===== src/rtl/mu0_cpu_delay0.sv =====
// Multi-cycle MU0 core for zero-delay memory: FETCH/EXEC per instruction, Moore bus outputs.
// Optional MU0_ILLEGAL_OPCODE_TRAP_EN: opcodes 8-F halt with fault; otherwise they act as NOPs.
module mu0_cpu_delay0 #(
    parameter logic [11:0] RESET_PC = 12'h000
) (
    input  logic        clk,
    input  logic        rst_n,
    output logic [11:0] address,
    output logic        read,
    output logic        write,
    output logic [15:0] writedata,
    input  logic [15:0] readdata,
    output logic        running,
    output logic        fault,
    output logic [15:0] acc
);

    typedef enum logic [1:0] {StFetch, StExec, StHalted} state_e;

    localparam logic [3:0] OpLda = 4'h0;
    localparam logic [3:0] OpSto = 4'h1;
    localparam logic [3:0] OpAdd = 4'h2;
    localparam logic [3:0] OpSub = 4'h3;
    localparam logic [3:0] OpJmp = 4'h4;
    localparam logic [3:0] OpJge = 4'h5;
    localparam logic [3:0] OpJne = 4'h6;
    localparam logic [3:0] OpStp = 4'h7;

    state_e      state_q, state_d;
    logic [11:0] pc_q, pc_d;
    logic [15:0] ir_q, ir_d;
    logic [15:0] acc_q, acc_d;
    logic        fault_q, fault_d;

    logic [3:0]  opcode;
    logic [11:0] operand;

    assign opcode  = ir_q[15:12];
    assign operand = ir_q[11:0];

    always_ff @(posedge clk or negedge rst_n) begin
        if (!rst_n) begin
            state_q <= StFetch;
            pc_q    <= RESET_PC;
            ir_q    <= 16'h0000;
            acc_q   <= 16'h0000;
            fault_q <= 1'b0;
        end else begin
            state_q <= state_d;
            pc_q    <= pc_d;
            ir_q    <= ir_d;
            acc_q   <= acc_d;
            fault_q <= fault_d;
        end
    end

    // Bus strobes and address decode from state/IR only, so readdata never reaches an output.
    always_comb begin
        state_d = state_q;
        pc_d    = pc_q;
        ir_d    = ir_q;
        acc_d   = acc_q;
        fault_d = fault_q;
        address = pc_q;
        read    = 1'b0;
        write   = 1'b0;

        case (state_q)
            StFetch: begin
                read    = 1'b1;
                ir_d    = readdata;
                pc_d    = pc_q + 12'd1;
                state_d = StExec;
            end
            StExec: begin
                address = operand;
                state_d = StFetch;
                case (opcode)
                    OpLda: begin
                        read  = 1'b1;
                        acc_d = readdata;
                    end
                    OpSto: write = 1'b1;
                    OpAdd: begin
                        read  = 1'b1;
                        acc_d = acc_q + readdata;
                    end
                    OpSub: begin
                        read  = 1'b1;
                        acc_d = acc_q - readdata;
                    end
                    OpJmp: pc_d = operand;
                    OpJge: if (!acc_q[15]) pc_d = operand;
                    OpJne: if (acc_q != 16'h0000) pc_d = operand;
                    OpStp: state_d = StHalted;
                    default: begin
`ifdef MU0_ILLEGAL_OPCODE_TRAP_EN
                        state_d = StHalted;
                        fault_d = 1'b1;
`else
                        state_d = StFetch;
`endif
                    end
                endcase
            end
            StHalted: state_d = StHalted;
            default:  state_d = StFetch;
        endcase
    end

    assign writedata = acc_q;
    assign acc       = acc_q;
    assign running   = (state_q != StHalted);
    assign fault     = fault_q;

endmodule


===== config.mk =====
export PLATFORM = sky130hd
export DESIGN_NAME = mu0_cpu_delay0
export DESIGN_NICKNAME = d
export VERILOG_FILES = /design/src/rtl/mu0_cpu_delay0.sv
export SDC_FILE = /design/constraint.sdc
export NUM_CORES = 1
export LEC_CHECK = 0
export BUFFER_PORTS_ARGS = -buffer_cell sky130_fd_sc_hd__buf_2
export CAP_MARGIN = 40
export CORE_UTILIZATION = 50
export CTS_BUF_LIST = sky130_fd_sc_hd__clkbuf_4 sky130_fd_sc_hd__clkbuf_8 sky130_fd_sc_hd__clkbuf_16
export DETAILED_ROUTE_END_ITERATION = 8
export PLACE_DENSITY = 0.73
export SYNTH_ARGS = -nofsm -noshare
export SYNTH_HDL_FRONTEND = slang
export SYNTH_SLANG_ARGS = --single-unit

===== constraint.sdc =====
create_clock -name clk -period 3.9 [get_ports clk]
set_input_delay 0.195 -clock clk [delete_from_list [all_inputs] [get_ports clk]]
set_output_delay 0.195 -clock clk [all_outputs]
set_load 0.005 [all_outputs]

* Yosys cells after proc, flatten, opt, wreduce, memory -nomap -nowiden
Index checks and enable logic that the tools add are counted.
Widths: inputs -> output; s select.
** Operators by class
- Reduce and logical (&&, ||, !) cells :: 8
- Eq/ne operators :: 13
- Add/sub/neg operators :: 3
- Mux-type cells :: 12
** Operator list (number)
- $pmux 16 s3 :: 1
- $mux 12 :: 3
- $pmux 12 s3 :: 1
- $pmux 12 s2 :: 1
- $add 16x16->16 :: 1
- $eq 4x3->1 const B :: 4
- $reduce_bool 16->1 :: 1
- $sub 16x16->16 :: 1
- $add 12x1->12 const B :: 1
- $eq 4x2->1 const B :: 2
- $ne 3x3->1 const B :: 2
- $pmux 2 s3 :: 1
- $eq 4x1->1 const B :: 1
- $logic_not 4->1 :: 1
- $ne 4x2->1 const B :: 1
- $reduce_and 4->1 :: 1
- $mux 1 :: 3
- $reduce_bool 3->1 :: 1
- $reduce_or 3->1 :: 1
- $eq 2x1->1 const B :: 1
- $eq 2x2->1 const B :: 1
- $logic_not 2->1 :: 1
- $mux 2 :: 1
- $ne 2x2->1 const B :: 1
- 3 further kinds :: 3
** Storage, ports and cells
- Logic and storage cells :: 40
- Flip-flop bits (word level) :: 46
- Bits of input ports :: 18
- Output and inout port bits :: 48

* Depth between registers and ports, before layout
- Depth in word-level cells :: 4
- Depth in mapped cells :: 14
- Depth with buffers taken out :: 14

* Worst setup path after synthesis
Ideal clock, no wire load.
- Kind :: reg2reg
- Start point :: register ir_q[14]
- End point :: register acc_q[14] (netlist: acc[14])
- Stages on the path, launching flop included :: 14
- Setup slack :: 0.889 ns
- Data arrival time :: 2.911 ns
- Setup time :: 0.099 ns
- Path buffers :: 1
- Period minus slack after synthesis :: 3.011 ns
- Data required time :: 3.801 ns
- Cells stage by stage :: dfrtp_1 > nor2_1 > and3_1 > clkbuf_1 > nor2_1 > xnor2_1 > ha_1 > a211oi_2 > nor2_1 > a41oi_2 > o22ai_2 > a221oi_2 > xor2_1 > a311oi_1
** Between the ends
- Longest elaborated chain between the ends :: 3
- Elaborated cells between the ends (all ways) :: 6
- Classes of those cells :: eq/ne (2); mux (1); reduce/logical (3)
** RTL lines
- start, declared :: RTL line 31 : logic [15:0] ir_q, ir_d;
- start signal, assigned :: RTL line 51 : ir_q <= ir_d;
- $eq 4x2->1 or $logic_not 4->1 (tied branches) :: RTL line 78 : case (opcode)
- $reduce_bool 3->1 (no line)
- $reduce_and 2->1 (no line)
- end signal, assigned :: RTL line 46 : acc_q <= 16'h0000;
- end signal, assigned :: RTL line 52 : acc_q <= acc_d;
- end, declared :: RTL line 32 : logic [15:0] acc_q, acc_d;
Several ways; a longest one is shown, not always the timed one.
A chain may end at the register's enable or synchronous reset.

* Final worst setup path
- Start point :: register ir_q[14]
- End point :: register acc_q[9] (netlist: acc[9])
The elaborated chain is that of the path after synthesis.

==> results by group <==
Clock tree
  • CTS Root Cell: clkbuf_8
  • TritonCTS buffer count: 5
  • Clock Sinks: 46
  • Post-CTS Setup Bufs: 0
  • H-tree depth: 2
  • Worst-case clock buffer depth: 2
  • Worst skew pair latency: 0.31 ns
  • Post-CTS resize count: 0
  • Clk pin slew, worst setup/hold paths: 0.10 ns
  • TritonCTS clock tree: done
  • Hold buffers post-CTS: 1

Global routing
  • Largest net degree at the start of global routing: 29
  • Gr usage total: 24.9%
  • Initial antenna violation count: 0
  • Vias in the first global route: 2925
  • First-pass GRT wire length: 14400 um
  • Grt ovf: 0

Setup path
  • Critical path's slowest cell: and3_1
  • Critical Path RT: 4.14 ns
  • Setup crit end kind: flop
  • Worst path cell trace: nor2_1 > and3_1 > nor2_1 > xnor2_1 > ha_1 > o211ai_1 > a21oi_1 > nor2_1 > o21ai_0 > a21boi_0 > xor2_1 > o21ai_0
  • CP peak stage delay: 0.49 ns
  • Critical path depth: 12
  • Cell family with most CP delay: compound AO/OA/AOI/OAI gates
  • Critical Path Fanout Max: 13
  • Worst path buffer plus inverter count: 0
  • Crit path launch type: flop
  • Critical setup path kind: reg2reg
  • Most frequent CP cell: nor2_1
  • Critical Path AT: 3.58 ns
  • Worst R2R Path Depth: 12

Yosys
  • Most instantiated library cell after synthesis: nand2_1
  • Commonest cells in the netlist: nand2_1, a21oi_1, dfrtp_1, nor2_1, o21ai_0
  • Post-synth EDFFs: 0
  • Area contributors post-synth: dfrtp_1, nand2_1, a21oi_1, ha_1, mux2_2
  • Syn_area_per_cell: 8.08 sq um
  • Cell count after synthesis: 435
  • Most used flip-flop cell after synthesis: dfrtp_1
  • Syn Nets: 471
  • Cell Area, Synth: 3520 sq um
  • Seq cells post-synth: 46
  • Top-area cell type share of the netlist area: 32.7%
  • Yosys cell types: 56
  • Synth area leader: dfrtp_1
  • Sequential area share after synthesis: 32.7%
  • Synth Warn #: 0
  • Async S/R FF share, synth: 100%

Final layout
  • Final core occ: 57.8%
  • Synth-to-layout area growth: 11.7%
  • Share of cells above drive strength 1: 21.8%
  • Antenna Cells: 0
  • Fin nets: 517

Pwr
  • Pleak: 1.80 nW
  • Fraction of power consumed by the clock network: 8.4%
  • Peak VDD IR: 0.386 mV
  • Sw Pwr: 1.81 mW
  • Comb power frac: 64.5%
  • Switching Fraction: 48.3%
  • Final Power: 3.74 mW
  • Sequential Power Share: 27.1%
  • P per Cell Area: 954 nW/um^2
  • Internal power: 1.93 mW

Die
  • Ports: 66
  • Die width: 85.9 um
  • Core Area: 6790 sq um
  • # rows: 30
  • Die height: 85.9 um
  • Die Area: 7370 sq um
  • Starting density of the core: 51.7%

Route
  • Drt wl/cell: 15.3 um
  • Vias: 3285
  • Detailed Routing Iterations Pass 1: 4
  • DR iter-0 viols: 214
  • Final WL: 8850 um
  • DRC viols: 0
  • Remaining antenna violation count: 0
  • Via/cell ratio: 5.68

Worst hold path
  • Hold Path Class: in2reg
  • Worst hold path cell count: 2

Timing
  • Final hold vios: 0
  • Max-slew violations: 0
  • Max frequency: 0.300 GHz
  • Minimum clock period: 3.34 ns
  • Final period util: 85.6%
  • Post-Route Setup TNS: 0 ns
  • Finish-stage setup viols: 0
  • Unrepaired setup endpoints after global routing: no
  • Rel. slew slack: 48.9%
  • Clock Skew: 0.00821 ns
  • Slew @ Worst Pin: 0.766 ns

Placed design
  • Gpl congestion: 0.900
  • Port bufs: 64
  • Final HPWL DP: 6670 um

Flow run
  • Max Cap Violations: 0

Status
  • Status: complete, no violations
power groups by stage:
| stage | combinational, mW | sequential (mW) | clock [mW] |
|---|---|---|---|
| 3_5_place_dp | 2.39 | 1.02 | 0 |
| 3_3_place_gp | 2.33 | 1.01 | 0 |
| 4_1_cts | 2.40 | 1.01 | 0.321 |
| 2_1_floorplan | 1.84 | 0.948 | 0 |
| 6_report | 2.41 | 1.02 | 0.314 |
| 5_1_grt | 2.69 | 1.06 | 0.339 |
cell families after synthesis:
logic type,Yosys count,share of synthesized area (%)
and+or+nand+nor,172,22.8
DFF,46,32.7
AOI/OAI and AO/OA,113,19.3
buffers and inverters,43,6.73
adders and majority gates,18,6.62
muxes,18,5.69
other,1,0.107
xor gates and xnor gates,24,5.98
stage by stage:
step	std cells	worst slack, ns	cell area, sq um	hold slack [ns]
after floorplan	435	0.889	3520	-0.101
after global placement	567	0.788	3790	0.451
after detailed placement	569	0.630	3830	0.174
after CTS	578	0.648	3930	0.180
after global routing	578	0.330	3930	0.179
final	578	0.562	3930	0.186
worst register-to-register path, stage by stage, from the launching register on:
cell,delay [ns]
dfrtp_1,0.43
nor2_1,0.24
and3_1,0.49
nor2_1,0.12
xnor2_1,0.15
ha_1,0.35
o211ai_1,0.11
a21oi_1,0.39
nor2_1,0.14
o21ai_0,0.35
a21boi_0,0.19
xor2_1,0.17
o21ai_0,0.14
area by class of cell:
cell class              count  area (sq um)
clock inverters             2          13.8
multi-input cells         346          2130
fillers                   618          2870
repair buffers             71           395
well taps                  96           120
clock buffers               6          76.3
inverters                  11          41.3
flip-flops and latches     46          1150
final timing paths:
check                       startpoint        to  slack [ns]
max reg2reg                   ir_q[14]    acc[9]        0.56
min in group asynchronous        rst_n   pc_q[2]        0.37
min                        readdata[1]   ir_q[1]        0.19
max                           ir_q[14]    acc[9]        0.56
min reg2reg                   ir_q[11]  ir_q[11]        0.53
max in group asynchronous        rst_n   acc[14]        3.02
cells in the final DEF (no fill, tap or decap), types with 3 or more instances in the layout:
| cell type | Yosys | final |
|---|---|---|
| a211oi_1 | 3 | 3 |
| a21oi_1 | 47 | 47 |
| a31oi_1 | 6 | 6 |
| and3_1 | 3 | 3 |
| buf_2 | 3 | 64 |
| buf_4 | 18 | 4 |
| clkbuf_8 | 0 | 5 |
| dfrtp_1 | 46 | 46 |
| ha_1 | 17 | 17 |
| inv_1 | 11 | 11 |
| mux2_2 | 16 | 16 |
| nand2_1 | 73 | 73 |
| nand2b_1 | 8 | 8 |
| nand3_1 | 15 | 15 |
| nand3b_1 | 6 | 6 |
| nor2_1 | 36 | 36 |
| nor3_1 | 9 | 9 |
| nor4_1 | 5 | 5 |
| o21ai_0 | 30 | 30 |
| o22ai_1 | 7 | 7 |
| xnor2_1 | 17 | 17 |
| xor2_1 | 7 | 7 |
layer usage:
metal | GRT usage (%) | up-vias | part of all wire, %
li1 | - | 1611 | -
met2 | 38.0 | 121 | 44
met4 | 7.12 | 0 | 1.9
met3 | 4.43 | 18 | 6.6
met5 | 0 | - | 0
met1 | 36.2 | 1535 | 48
registers in the layout (all words and copies together), names as in the netlist:
| name | cells |
|---|---|
| pc_q | 12 |
| ir_q | 16 |
| state_q | 2 |
| acc | 16 |
No activity file was read; power rests on OpenSTA's default activity.
